## src/rtl/store_buffer.sv

```systemverilog
// ---------------------------------------------------------------------------
// store_buffer
//   Word store buffer placed between a single-cycle datapath and the data
//   memory. Stores are queued in a small FIFO and drained in order, one per
//   cycle, into the memory write port. Loads search the buffer and receive the
//   youngest pending store to the same word, so a load observes the same value
//   it would see if stores were written to memory directly. Each entry also
//   carries the PC of its store so the write trace keeps the original
//   instruction address.
//
// Ports
//   clk        clock, all state changes on the rising edge
//   reset      synchronous active-high clear of the buffer
//   st_valid   store presented by the datapath this cycle
//   st_pc      PC of the store instruction
//   st_addr    byte address of the store (bits [1:0] ignored)
//   st_wdata   store data word
//   st_ready   buffer can accept a store (not full)
//   ld_addr    byte address of the current load (bits [1:0] ignored)
//   fwd_hit    a pending entry matches ld_addr[31:2]
//   fwd_data   data of the youngest matching entry, 0 without a hit
//   mem_ready  memory accepts the head write this cycle
//   mem_we     head entry valid (buffer not empty)
//   mem_pc     PC of the head entry
//   mem_addr   word-aligned address of the head entry
//   mem_wdata  data of the head entry
//   empty      no pending entries
// ---------------------------------------------------------------------------
module store_buffer #(
    parameter int DEPTH = 4,
    parameter int PTR_W = 2
) (
    input  logic        clk,
    input  logic        reset,
    input  logic        st_valid,
    input  logic [31:0] st_pc,
    input  logic [31:0] st_addr,
    input  logic [31:0] st_wdata,
    output logic        st_ready,
    input  logic [31:0] ld_addr,
    output logic        fwd_hit,
    output logic [31:0] fwd_data,
    input  logic        mem_ready,
    output logic        mem_we,
    output logic [31:0] mem_pc,
    output logic [31:0] mem_addr,
    output logic [31:0] mem_wdata,
    output logic        empty
);

    localparam logic [PTR_W:0] DEPTH_C = (PTR_W + 1)'(DEPTH);
    localparam logic [PTR_W:0] ZERO_C  = {(PTR_W + 1){1'b0}};

    logic [31:0]      pc_r   [DEPTH];
    logic [29:0]      addr_r [DEPTH];
    logic [31:0]      data_r [DEPTH];
    logic [PTR_W-1:0] wr_ptr_r;
    logic [PTR_W-1:0] rd_ptr_r;
    logic [PTR_W:0]   count_r;
    logic [PTR_W:0]   count_next_s;
    logic             empty_r;
    logic             full_r;
    logic             push_s;
    logic             pop_s;
    logic             fwd_hit_s;
    logic [31:0]      fwd_data_s;
    logic             unused_s;

    // Byte-offset bits carry no information for word stores and loads.
    assign unused_s = ^{st_addr[1:0], ld_addr[1:0]};

    // A store is only taken when the buffer is not full; the head is retired
    // whenever it is valid and memory accepts it.
    assign push_s = st_valid & ~full_r;
    assign pop_s  = ~empty_r & mem_ready;

    // Occupancy update: simultaneous push and pop leave the count unchanged.
    always_comb begin
        count_next_s = count_r;
        case ({push_s, pop_s})
            2'b10:   count_next_s = count_r + 1'b1;
            2'b01:   count_next_s = count_r - 1'b1;
            default: count_next_s = count_r;
        endcase
    end

    // Pointer, occupancy and status-flag registers plus entry storage.
    always_ff @(posedge clk) begin
        if (reset) begin
            wr_ptr_r <= {PTR_W{1'b0}};
            rd_ptr_r <= {PTR_W{1'b0}};
            count_r  <= ZERO_C;
            empty_r  <= 1'b1;
            full_r   <= 1'b0;
            // Entries are cleared so head outputs are never unknown.
            for (int i = 0; i < DEPTH; i++) begin
                pc_r[i]   <= 32'h0000_0000;
                addr_r[i] <= 30'h0000_0000;
                data_r[i] <= 32'h0000_0000;
            end
        end else begin
            if (push_s) begin
                pc_r[wr_ptr_r]   <= st_pc;
                addr_r[wr_ptr_r] <= st_addr[31:2];
                data_r[wr_ptr_r] <= st_wdata;
                wr_ptr_r         <= wr_ptr_r + 1'b1;
            end
            if (pop_s) begin
                rd_ptr_r <= rd_ptr_r + 1'b1;
            end
            count_r <= count_next_s;
            // Flags are registered from the next count so they track count_r.
            empty_r <= (count_next_s == ZERO_C);
            full_r  <= (count_next_s == DEPTH_C);
        end
    end

    // Forwarding search ordered by age from the head; a later (younger) match
    // overwrites an earlier one, so the entry nearest wr_ptr-1 wins. The age
    // bound against count covers wrap-around and the full case.
    always_comb begin
        logic [PTR_W-1:0] slot_v;
        slot_v     = rd_ptr_r;
        fwd_hit_s  = 1'b0;
        fwd_data_s = 32'h0000_0000;
        for (int age = 0; age < DEPTH; age++) begin
            slot_v = rd_ptr_r + PTR_W'(age);
            if (((PTR_W + 1)'(age) < count_r) && (addr_r[slot_v] == ld_addr[31:2])) begin
                fwd_hit_s  = 1'b1;
                fwd_data_s = data_r[slot_v];
            end else begin
                fwd_hit_s  = fwd_hit_s;
                fwd_data_s = fwd_data_s;
            end
        end
    end

    assign st_ready  = ~full_r;
    assign mem_we    = ~empty_r;
    assign empty     = empty_r;
    assign mem_pc    = pc_r[rd_ptr_r];
    assign mem_addr  = {addr_r[rd_ptr_r], 2'b00};
    assign mem_wdata = data_r[rd_ptr_r];
    assign fwd_hit   = fwd_hit_s;
    assign fwd_data  = fwd_data_s;

endmodule

```

## config.mk

```make
export PLATFORM = sky130hd
export DESIGN_NAME = store_buffer
export DESIGN_NICKNAME = d
export VERILOG_FILES = /design/src/rtl/store_buffer.sv
export SDC_FILE = /design/constraint.sdc
export NUM_CORES = 1
export LEC_CHECK = 0
export ABC_CLOCK_PERIOD_IN_PS = 9490
export BUFFER_PORTS_ARGS = -buffer_cell sky130_fd_sc_hd__buf_4
export CAP_MARGIN = 15
export CORE_MARGIN = 2
export CORE_UTILIZATION = 50
export DETAILED_ROUTE_END_ITERATION = 10
export GPL_TIMING_DRIVEN = 0
export PLACE_DENSITY_LB_ADDON = 0.2
export SETUP_SLACK_MARGIN = 0.02
export SLEW_MARGIN = 20
export SYNTH_ARGS = -nofsm -noshare
export SYNTH_HDL_FRONTEND = slang
export SYNTH_SLANG_ARGS = --single-unit
```

## constraint.sdc

```tcl
create_clock -name clk -period 9.49 [get_ports clk]
set_input_delay 1.898 -clock clk [delete_from_list [all_inputs] [get_ports clk]]
set_output_delay 1.898 -clock clk [all_outputs]
set_load 0.005 [all_outputs]
```

# Word level (Yosys, flattened, before mapping)

Memories as Yosys holds them, arrays and structs flattened. A register that Yosys moved wholly into a read port is not among the register bits.
Index checks and enable logic that the tools add are counted.

Bitwise logic cells: 4
Eq/ne operators: 7
Reductions and logical operators: 8
Magnitude comparators: 4
Mux-type cells: 29
$add $sub $neg: 6

Operator list:

| cell                                                      | count |
|---|---|
| two-way mux 32 bit                                        | 6 |
| equality test 30 bit                                      | 4 |
| OR reduction 32 bit                                       | 2 |
| two-way mux 30 bit                                        | 1 |
| OR reduction 30 bit                                       | 1 |
| two-way mux 2 bit                                         | 9 |
| two-way mux 1 bit                                         | 12 |
| less-than comparator 1 x 3 -> 1 bit, first input constant | 2 |
| less-than comparator 2 x 3 -> 1 bit, first input constant | 2 |
| one-hot mux 3 bit (2 select lines)                        | 1 |
| adder 2 x 1 -> 2 bit, second input constant               | 2 |
| adder 2 bit, second input constant                        | 2 |
| logical AND 1 bit                                         | 4 |
| adder 3 x 1 -> 3 bit, second input constant               | 1 |
| equality test 3 bit, second input constant                | 1 |
| logical NOT 3 bit                                         | 1 |
| subtractor 3 x 1 -> 3 bit, second input constant          | 1 |
| bitwise AND 1 bit                                         | 2 |
| equality test 2 x 1 -> 1 bit, second input constant       | 1 |
| equality test 2 bit, second input constant                | 1 |
| NOT 1 bit                                                 | 2 |

Output and inout bits: 132
Memory bits (writable): 376
Logic and storage cells: 66
Memories kept: 3
Flip-flop bits (word level): 9

Memories:

| memory | words | bits a word | read ports | clocked after Yosys merged registers in | wr ports | RTL line | RTL |
|---|---|---|---|---|---|---|---|
| data_r | 4     | 32          | 4          | 1                                       | 4        | 56       | `logic [31:0] data_r [DEPTH];` |
| pc_r   | 4     | 32          | 1          | 1                                       | 4        | 54       | `logic [31:0] pc_r [DEPTH];` |
| addr_r | 4     | 30          | 4          | 1                                       | 4        | 55       | `logic [29:0] addr_r [DEPTH];` |

# Logic depth before layout (Yosys ltp)

Depth in word-level cells: 7
Gate-level depth with buffers: 16
Mapped depth without buffers: 9

# Worst setup path before layout

Ideal clock, no wire load.

Kind: input to register
Start: input st_valid
End: memory addr_r[3][0] (enable)
Arrival time: 8790 ps
Stages on the path: 4
Setup time: 676 ps
Slack: 24 ps
Buffers on the path: 0
Cells stage by stage: nand2_1 inv_1 nand2_1 o21ai_0

RTL lines:

| what               | RTL line | RTL |
|---|---|---|
| start: declaration | 35       | `input logic st_valid,` |
| end: declaration   | 55       |  |

# Worst setup path after layout

Start: input ld_addr[23]
End: output fwd_data[25]

Longest elaborated chain between the ends: 6
Elaborated cells between the ends (all ways): 12
Those cells by class: eq/ne: 4; mux: 4; reduce/logical: 4

Ends and longest elaborated chain:

| what                             | RTL line | RTL |
|---|---|---|
| start: declaration               | 40       | `input logic [31:0] ld_addr,` |
| equality test 30 bit             | 128      | `if (((PTR_W + 1)'(age) < count_r) && (addr_r[slot_v] == ld_addr[31:2])) begin` |
| logical AND 1 bit                | 128      |  |
| two-way mux 32 bit (3 in series) | 128      |  |
| two-way mux 32 bit (*)           | 128      |  |
| end: declaration                 | 42       | `output logic [31:0] fwd_data,` |

Mark *: on every way between the ends. The rest lies on a longest branch, timed or not.

==> results.cfg <==
[layout]
area_growth_pct = 19.45
layout-drive-gt1-share_pct = 25.28
final_util_pct = 60.49
fill_cells = 3776
multi_input_area_sq_um = 10880
seq_area_sq_um = 11510
mostFrequentLayoutCells = edfxtp_1, nor2_1, buf_4
instances_no_fill = 2943
mostFrequentLayoutCell = edfxtp_1
layout.nets = 2435

[power_and_ir_drop]
ir_worst_vdd_mv = 0.1698
powerDensity_nw_per_um2 = 173.7
power_mw = 4.890
leakagePower_nw = 10.54

[synth]
yosys.area.top_type = edfxtp_1
synth_top_family_by_area = multiplexers
synth_edf_count = 376
yosysUniqueCellTypes = 66
synthCells = 1995
synth_ff_type = edfxtp_1
postSynthAreaPerCell_sq_um = 11.82
synthXorXnorAreaFrac_pct = 3.901
synth-simple-area-share_pct = 12.68
yosys-top-cells-area = edfxtp_1, mux4_2, mux2i_1
async_flop_share_pct = 0
ys_ff_latch = 387
synth_top_cell_area_share_pct = 47.89
synth-compound-area-share_pct = 6.210
syn_area_sq_um = 23580
synth_adder_area_share_pct = 0.2123
synth_warnings = 0
synthMuxAreaShare_pct = 22.92
yosysSeqAreaShare_pct = 48.83

[worst_setup_path]
reg2reg_from = rd_ptr_r[1]
worstReg2RegEnd = rd_ptr_r[1]
setup.worst_path.end = fwd_data[25]
r2r_cells = 11
r2r_slack_ns = 4.66
start_kind = input pin
worstPathArrival_ns = 5.97
crit_path_max_fanout = 10
critPathKind = input pin to output pin
cp-end-kind = output pin
startpoint = ld_addr[23]
cp.required_ns = 7.59

[global_routing]
grt_usage_pct = 33.30
grt_pass1_wl_um = 120600
gr-total-overflow = 0
grt_max_degree = 36
grt_pass1_vias = 18290
antenna_found_initial = 4

[sta]
hold_violations = 0
setup_ws_ns = 1.618
final.setup.tns_ns = 0
rsz0062_at_grt = false
relSlewSlack_pct = 23.47
layout_min_cycle_time_ns = 7.872
finClkSkew_ns = 0.02651
setup_violations = 0
timing.final.crit_share_pct = 82.95
fmax_mhz = 127.0
slew_violations = 0
tightest_slew_ns = 1.148

[placed_design]
dp_worst_setup_slack_ns = 1.707
io_buffers = 237
place_congestion = 0.9693
dp_hpwl_um = 60010
placed_cells = 2861

[clock_network]
ctsResizeCount = 0
numCtsBuffers = 43
cts_sinks = 387
clock_latency_ns = 0.59
cts_hold_buf = 0
root_buffer = clkbuf_16
cts_tree = built
htreeDepth = 2
clk_pin_slew_ns = 0.06
cts_buffer_depth = 3
cts_setup_buffers = 0

[route]
via_count = 18520
drc_errors = 0
postRouteAntennaNets = 0
first_pass_iters = 6
post_drt_wl_per_cell_um = 27.88
via_per_inst = 6.293
wirelength_um = 82060
drtIter0Drc = 2188

[die]
io_pins = 264
num_rows = 79
die-area_sq_um = 48900
core_sq_um = 46560
initial_core_util_pct = 50.64
fp.dieH_um = 221.1
die_w_um = 221.1

[job]
maxCapViolCount = 0

[run_status]
status = complete, no violations

[min_path]
hold_class = register to register
[cell type report]
type	count	area share, %
Antenna cell	2	0.01777
Timing Repair Buffer	258	8.229
Sequential cell	387	40.88
Tap cell	607	2.697
Buffer	167	2.839
Clock buffer	56	4.141
Inverter	116	1.546
Multi-Input combinational cell	1326	38.62
Clock inverter	24	1.035
[kinds of logic after synthesis]
kind of cell,after synthesis
AND/OR/NAND/NOR,665
flip-flops,387
multiplexers,337
buffers and inverters,283
AO/OA/AOI/OAI,213
XOR/XNOR,105
adder cells (fa/ha/maj),4
other,1
[power breakdown]
part | internal, mW | switching [mW] | leakage [nW]
combinational | 0.462 | 0.593 | 5.83
clock | 1.03 | 0.711 | 0.707
sequential | 2.01 | 0.0788 | 4.01
[state kept, by name (all words and copies together), names as in the netlist, named ones only]
signal    flops
addr_r      120
full_r        1
rd_ptr_r      2
empty         1
count_r       3
wr_ptr_r      2
data_r      128
pc_r        128
[worst min path at each step]
stage / from / to / cells past startpoint
floorplan: count_r[1] / count_r[1] / 2
global placement: wr_ptr_r[0] / wr_ptr_r[0] / 2
detailed placement: count_r[0] / count_r[0] / 2
CTS: count_r[0] / count_r[0] / 2
global route: count_r[1] / count_r[1] / 2
finish: count_r[0] / count_r[0] / 2
[cell usage after synthesis (all sizes together), types with 3 or more instances]
library cell  instances
edfxtp              376
nor2                302
mux4                158
nand2               150
mux2i               137
inv                 116
and2                 95
clkbuf               93
buf                  74
xnor2                69
a21oi                64
mux2                 42
nor3                 36
xor2                 36
o21ai                32
nand3                22
a311oi               18
a31oi                18
o221ai               17
nand2b               16
a21boi               15
nand4                15
nor4                 14
dfxtp                11
o22ai                11
a22oi                 7
a211oi                6
o2111ai               6
a2111oi               4
ha                    4
and4                  3
[worst max-delay path, stage by stage]
cell	delay, ns
buf_1	0.51
xnor2_1	0.30
a2111oi_0	0.96
a32oi_1	0.26
nand3b_1	0.38
nor2_2	0.37
clkbuf_1	0.48
nand2_1	0.13
a311oi_2	0.48
buf_4	0.19
[metal layers]
layer  share of wire, %  up-vias  global-route usage, %  routed length (um)
li1                   -     7947                      -                   -
met1                 39     9234                  46.53               32330
met2                 46     1144                  51.44               37600
met3                 11      190                  8.286                9105
met4                3.6        6                  10.67                2986
met5              0.051        -                      0                  42
[metrics by stage]
step                instance area, sq um  hold slack [ns]
finish                             28160           0.6017
detailed placement                 26700           0.5804
floorplan                          23580           0.5101
global placement                   26120           0.5621
CTS                                28160           0.5952
global route                       28160           0.6325
Note: power is estimated with default switching activity, not from simulation.
